===== config.mk =====
export PLATFORM = sky130hd
export DESIGN_NAME = johnson_seq_ctrl
export DESIGN_NICKNAME = d
export VERILOG_FILES = /design/src/rtl/johnson_seq_ctrl.sv
export SDC_FILE = /design/constraint.sdc
export NUM_CORES = 1
export LEC_CHECK = 0
export CAP_MARGIN = 0
export CELL_PAD_IN_SITES_DETAIL_PLACEMENT = 1
export CELL_PAD_IN_SITES_GLOBAL_PLACEMENT = 2
export CORE_MARGIN = 4
export CORE_UTILIZATION = 24
export CTS_CLUSTER_DIAMETER = 120
export DETAILED_ROUTE_END_ITERATION = 16
export PLACE_DENSITY = 0.75
export SYNTH_ARGS = -nofsm -noshare
export SYNTH_HDL_FRONTEND = slang
export SYNTH_SLANG_ARGS = --single-unit

===== constraint.sdc =====
create_clock -name clk -period 1.9 [get_ports clk]
set_input_delay 0.38 -clock clk [delete_from_list [all_inputs] [get_ports clk]]
set_output_delay 0.38 -clock clk [all_outputs]
set_load 0.02 [all_outputs]

===== src/rtl/johnson_seq_ctrl.sv =====
// ============================================================================
// johnson_seq_ctrl
// ----------------------------------------------------------------------------
// Run-length sequencer for a WIDTH-bit Johnson (twisted-ring) counter.
// The block owns the counter register. It starts a run of exactly `len`
// steps, can pause it or abort it, and decodes the current Johnson code
// into a one-hot phase vector.
//
// Parameters
//   WIDTH  Johnson register width; the sequence has 2*WIDTH codes.
//   CNT_W  width of the run-length input and remaining-step counter.
//
// Ports
//   clk    in   1        rising-edge clock
//   rst    in   1        asynchronous active-low reset
//   start  in   1        begin a run (sampled only in IDLE or DONE)
//   len    in   CNT_W    steps in the run (sampled with an accepted start)
//   pause  in   1        level, freezes stepping while high
//   stop   in   1        level, aborts the run (beats pause and step)
//   jc     out  WIDTH    Johnson counter value
//   phase  out  2*WIDTH  one-hot decode of jc (phase[0] = all zeros)
//   rem    out  CNT_W    steps still to take in the current run
//   busy   out  1        high while running
//   done   out  1        one-cycle pulse when a run completes
//
// Build option
//   JOHNSON_CTRL_LOOP_EN  when defined, the final step of a run reloads the
//                         remaining count from `len` and keeps running;
//                         `done` becomes a registered flag pulsed after each
//                         final step. A reload value of zero ends the loop.
//                         When undefined, runs are single-shot and no reload
//                         logic exists.
// ============================================================================
module johnson_seq_ctrl #(
    parameter int WIDTH = 5,
    parameter int CNT_W = 8
) (
    input  logic                 clk,
    input  logic                 rst,
    input  logic                 start,
    input  logic [CNT_W-1:0]     len,
    input  logic                 pause,
    input  logic                 stop,
    output logic [WIDTH-1:0]     jc,
    output logic [2*WIDTH-1:0]   phase,
    output logic [CNT_W-1:0]     rem,
    output logic                 busy,
    output logic                 done
);

    typedef enum logic [1:0] {
        ST_IDLE = 2'd0,
        ST_RUN  = 2'd1,
        ST_DONE = 2'd2
    } state_t;

    state_t             state_q, state_d;
    logic [WIDTH-1:0]   jc_q, jc_d;
    logic [CNT_W-1:0]   rem_q, rem_d;

    logic               len_zero;
    logic               rem_is_one;
    logic [WIDTH-1:0]   jc_step;
    logic [CNT_W-1:0]   rem_dec;

    assign len_zero   = (len == '0);
    assign rem_is_one = (rem_q == CNT_W'(1));

    // Twisted-ring shift: feed back the inverted MSB into the LSB.
    assign jc_step = {jc_q[WIDTH-2:0], ~jc_q[WIDTH-1]};

    // Saturating decrement so rem can never wrap below zero.
    assign rem_dec = (rem_q != '0) ? (rem_q - CNT_W'(1)) : rem_q;

`ifdef JOHNSON_CTRL_LOOP_EN
    logic done_q, done_d;
`endif

    // ------------------------------------------------------------------
    // Next-state logic
    // ------------------------------------------------------------------
    always_comb begin
        state_d = state_q;
        jc_d    = jc_q;
        rem_d   = rem_q;
`ifdef JOHNSON_CTRL_LOOP_EN
        done_d  = 1'b0;
`endif

        unique case (state_q)
            ST_IDLE, ST_DONE: begin
                // stop is irrelevant outside RUN, so start always wins here.
                if (start) begin
                    jc_d = '0;
                    if (len_zero) begin
                        // Zero-length run: complete immediately, no steps.
                        state_d = ST_DONE;
`ifdef JOHNSON_CTRL_LOOP_EN
                        done_d  = 1'b1;
`endif
                    end else begin
                        rem_d   = len;
                        state_d = ST_RUN;
                    end
                end else if (state_q == ST_DONE) begin
                    state_d = ST_IDLE;
                end
            end

            ST_RUN: begin
                if (stop) begin
                    // Abort: counter and remaining count are left visible.
                    state_d = ST_IDLE;
                end else if (!pause) begin
                    jc_d  = jc_step;
                    rem_d = rem_dec;
                    if (rem_is_one) begin
`ifdef JOHNSON_CTRL_LOOP_EN
                        done_d = 1'b1;
                        if (len_zero) begin
                            state_d = ST_DONE;
                        end else begin
                            // Reload uses len as sampled on this final edge.
                            rem_d = len;
                        end
`else
                        state_d = ST_DONE;
`endif
                    end
                end
            end

            default: begin
                state_d = ST_IDLE;
            end
        endcase
    end

    // ------------------------------------------------------------------
    // State registers
    // ------------------------------------------------------------------
    always_ff @(posedge clk or negedge rst) begin
        if (!rst) begin
            state_q <= ST_IDLE;
            jc_q    <= '0;
            rem_q   <= '0;
        end else begin
            state_q <= state_d;
            jc_q    <= jc_d;
            rem_q   <= rem_d;
        end
    end

`ifdef JOHNSON_CTRL_LOOP_EN
    always_ff @(posedge clk or negedge rst) begin
        if (!rst) begin
            done_q <= 1'b0;
        end else begin
            done_q <= done_d;
        end
    end

    assign done = done_q;
`else
    assign done = (state_q == ST_DONE);
`endif

    // ------------------------------------------------------------------
    // Phase decode
    // ------------------------------------------------------------------
    // Code number idx in the Johnson sequence: for idx <= WIDTH the low idx
    // bits are ones; past that the ones drain out from the bottom, leaving
    // the top (2*WIDTH - idx) bits set.
    function automatic logic [WIDTH-1:0] code_at(input int idx);
        logic [WIDTH-1:0] code;
        for (int b = 0; b < WIDTH; b++) begin
            if (idx <= WIDTH) begin
                code[b] = (b < idx);
            end else begin
                code[b] = (b >= idx - WIDTH);
            end
        end
        return code;
    endfunction

    // Each phase bit is a full compare against its own code, so the decode
    // stays one-hot for every legal Johnson value.
    generate
        for (genvar gi = 0; gi < 2 * WIDTH; gi++) begin : g_phase
            assign phase[gi] = (jc_q == code_at(gi));
        end
    endgenerate

    assign jc   = jc_q;
    assign rem  = rem_q;
    assign busy = (state_q == ST_RUN);

endmodule

==> results.yml <==
yosys:
  async_reset_ff_share_pct: 100
  ys_top_cells_by_count: "15 x dfrtp_1, 12 x nand2_1, 10 x nor2_1, 10 x o21ai_0, 8 x a21oi_1"
  netlist_instances: 119
  synth_compound_area_share_pct: 18.0
  syn_area_per_cell_um2: 8.23
  ys_top_cells_by_area: "dfrtp_1 38%, o21ai_0 5.1%, nand2_1 4.6%"
  syn_nets: 135
  synth_top_family_by_area: "simple AND/OR/NAND/NOR gates"
  yosys.area_share.simple_pct: 33.5
  syn_area_um2: 980
  synth_fa_ha_area_share_pct: 3.83
  ys_types: 31
  ys_ff_latch: 15
  synthMuxAreaShare_pct: 1.02
  seq_area_frac_synth_pct: 38.3
  ys_warn_count: 0
  synth.most_common_cell: "dfrtp_1"
  synth_xor_area_share_pct: 0
  synth_top_area_share_pct: 38.3
  ys.flop_type: "dfrtp_1"
  yosysTopAreaCell: "dfrtp_1"
  synth-edff-count: 0
critical_path:
  worstPathCellList: "or3_1 > nor3_1 > clkdlybuf4s15_2"
  critical-path-slowest-cell: "or3_1"
  rr_startpoint: "rem[0]"
  cp_max_fo: 3
  required_ns: 1.52
  setup.worst_path.end_class: "primary output"
  start_kind: "register"
  r2r_cells: 6
  arrival_ns: 1.48
  crit_path_start: "jc[4]"
  slowest_delay_ns: 0.41
  worst-setup-path-type: "register to primary output"
sta:
  finalMaxSlewViolations: 0
  setup_viol: 0
  layout_min_cycle_time_ns: 1.86
  tightest_slew_ns: 0.344
  rsz0062_at_grt: "false"
  clock_skew_ns: 0.00101
  fin_setup_tns_ns: 0
  hold_viol_final: 0
  worst_hold_slack_ns: 0.447
  fmax_ghz: 0.538
  fin_ws_ns: 0.0411
  fin_crit_sh_pct: 97.8
  relSlewSlack_pct: 76.9
global_route:
  grt-ovfl-total: 0
  grt_max_degree: 23
  grtUsageTotal_pct: 12.7
  antenna_found_initial: 0
  grt_pass1_vias: 1160
  grt_first_pass_wirelength_mm: 5.36
place:
  postPlaceCellArea_um2: 1520
  post-place-ws_ns: -0.216
  io_buffers: 37
  hpwlAfterDp_mm: 2.61
  place.gp.congestion: 0.794
routing:
  vias: 1084
  first_pass_iters: 4
  wirelength_mm: 3.26
  routedWlPerCell_um: 14.8
  drc: 0
  drt_iter0_drc: 20
  postRouteAntennaNets: 0
  viasPerCell: 4.93
clocking:
  cts_tree: "built"
  h-tree-depth: 1
  cts.reportedPaths.clkPinSlew_ns: 0.06
  clock-sinks: 15
  clockBufferDepth: 2
  clkLatencyLatePin_ns: 0.25
  root_buffer: "clkbuf_8"
  cts-buffers-inserted: 3
die:
  start_util_pct: 25.8
  io_pins: 38
  die_height_um: 71.9
  row_count: 22
  dieArea_um2: 5170
  core_um2: 3800
  die_x_um: 71.9
power:
  irDropWorstVdd_mv: 0.455
  p_per_area_nw_per_um2: 1220
  p_leak_nw: 0.711
  p_total_w: 0.00191
flow_run:
  drv_cap: 0
cells_and_area:
  drive_gt1_share_pct: 16.9
  finalInstanceArea_um2: 1560
  nNetsFinal: 189
  antenna_cells: 0
  syn_to_final_growth_pct: 59.6
min_path:
  min_path_type: "primary input to async pin"
run_status:
  status: "finished clean"
[layout by cell type, fill, tap and decap left out, drive strengths merged, types with 7 or more instances in the layout]
| cell type | synthesis | final |
|---|---|---|
| a21oi | 8 | 8 |
| buf | 1 | 19 |
| clkdlybuf4s50 | 0 | 25 |
| dfrtp | 15 | 15 |
| dlygate4sd2 | 0 | 7 |
| nand2 | 12 | 12 |
| nor2 | 10 | 10 |
| nor3 | 7 | 7 |
| o21ai | 14 | 14 |
[worst paths after layout]
kind | end | slack, ns
setup / recovery | phase[0] | 0.04
hold / removal | state_q[0] | 0.45
setup reg to reg | rem[4] | 0.21
hold reg to reg | state_q[0] | 0.56
max in group asynchronous | state_q[0] | 1.26
min in group clk | state_q[0] | 0.56
[layer usage]
| metal | vias to the layer above | part of all wire (%) | track usage [%] |
|---|---|---|---|
| met5 | - | 0 | 0 |
| li1 | 539 | - | - |
| met4 | 0 | 0.49 | 3.13 |
| met2 | 34 | 49 | 23.5 |
| met1 | 509 | 45 | 15.2 |
| met3 | 2 | 5.9 | 2.08 |
[cells by family after synthesis]
logic type                 count (synthesis)
adders and majority gates                  3
and+or+nand+nor                           58
muxes                                      1
buffers and inverters                     12
AOI/OAI and AO/OA                         30
DFF                                       15
[through the flow]
stage / utilization (%) / cells
global placement: 39.9 / 216
floorplan: - / 119
finish: 41.2 / 220
CTS: 40.7 / 220
global route: 41.2 / 220
detailed placement: 39.9 / 216
[critical path, delay by kind of cell (launching register included)]
kind                   cells  cell delay, ns
AND/OR/NAND/NOR            2            0.57
flip-flops                 1            0.37
buffers and inverters      1            0.29
[area by class of cell]
cell class	instances	area [µm²]
clock buffers	4	45.0
fillers	467	2230
inverters	6	22.5
multi-input cells	92	562
flip-flops and latches	15	377
well taps	48	60.1
repair buffers	55	498
[sequential cells by signal, summed over array words and instances (netlist names)]
name     flops
rem          8
jc           5
state_q      2
[where the power goes]
group          internal [W]  switching [W]  total [W]
clock              0.000149       0.000117   0.000266
combinational      0.000481       0.000570    0.00105
sequential         0.000430       0.000159   0.000589
total               0.00106       0.000846    0.00191
[timing repair]
item | 4_1_cts | 5_1_grt
pin swaps | 0 | 1
hold buffers | 0 | 0
setup endpoints to repair | 10 | 6
setup buffers | 0 | 0
gates resized for setup | 17 | 6
Note: power is estimated with default switching activity, not from simulation.
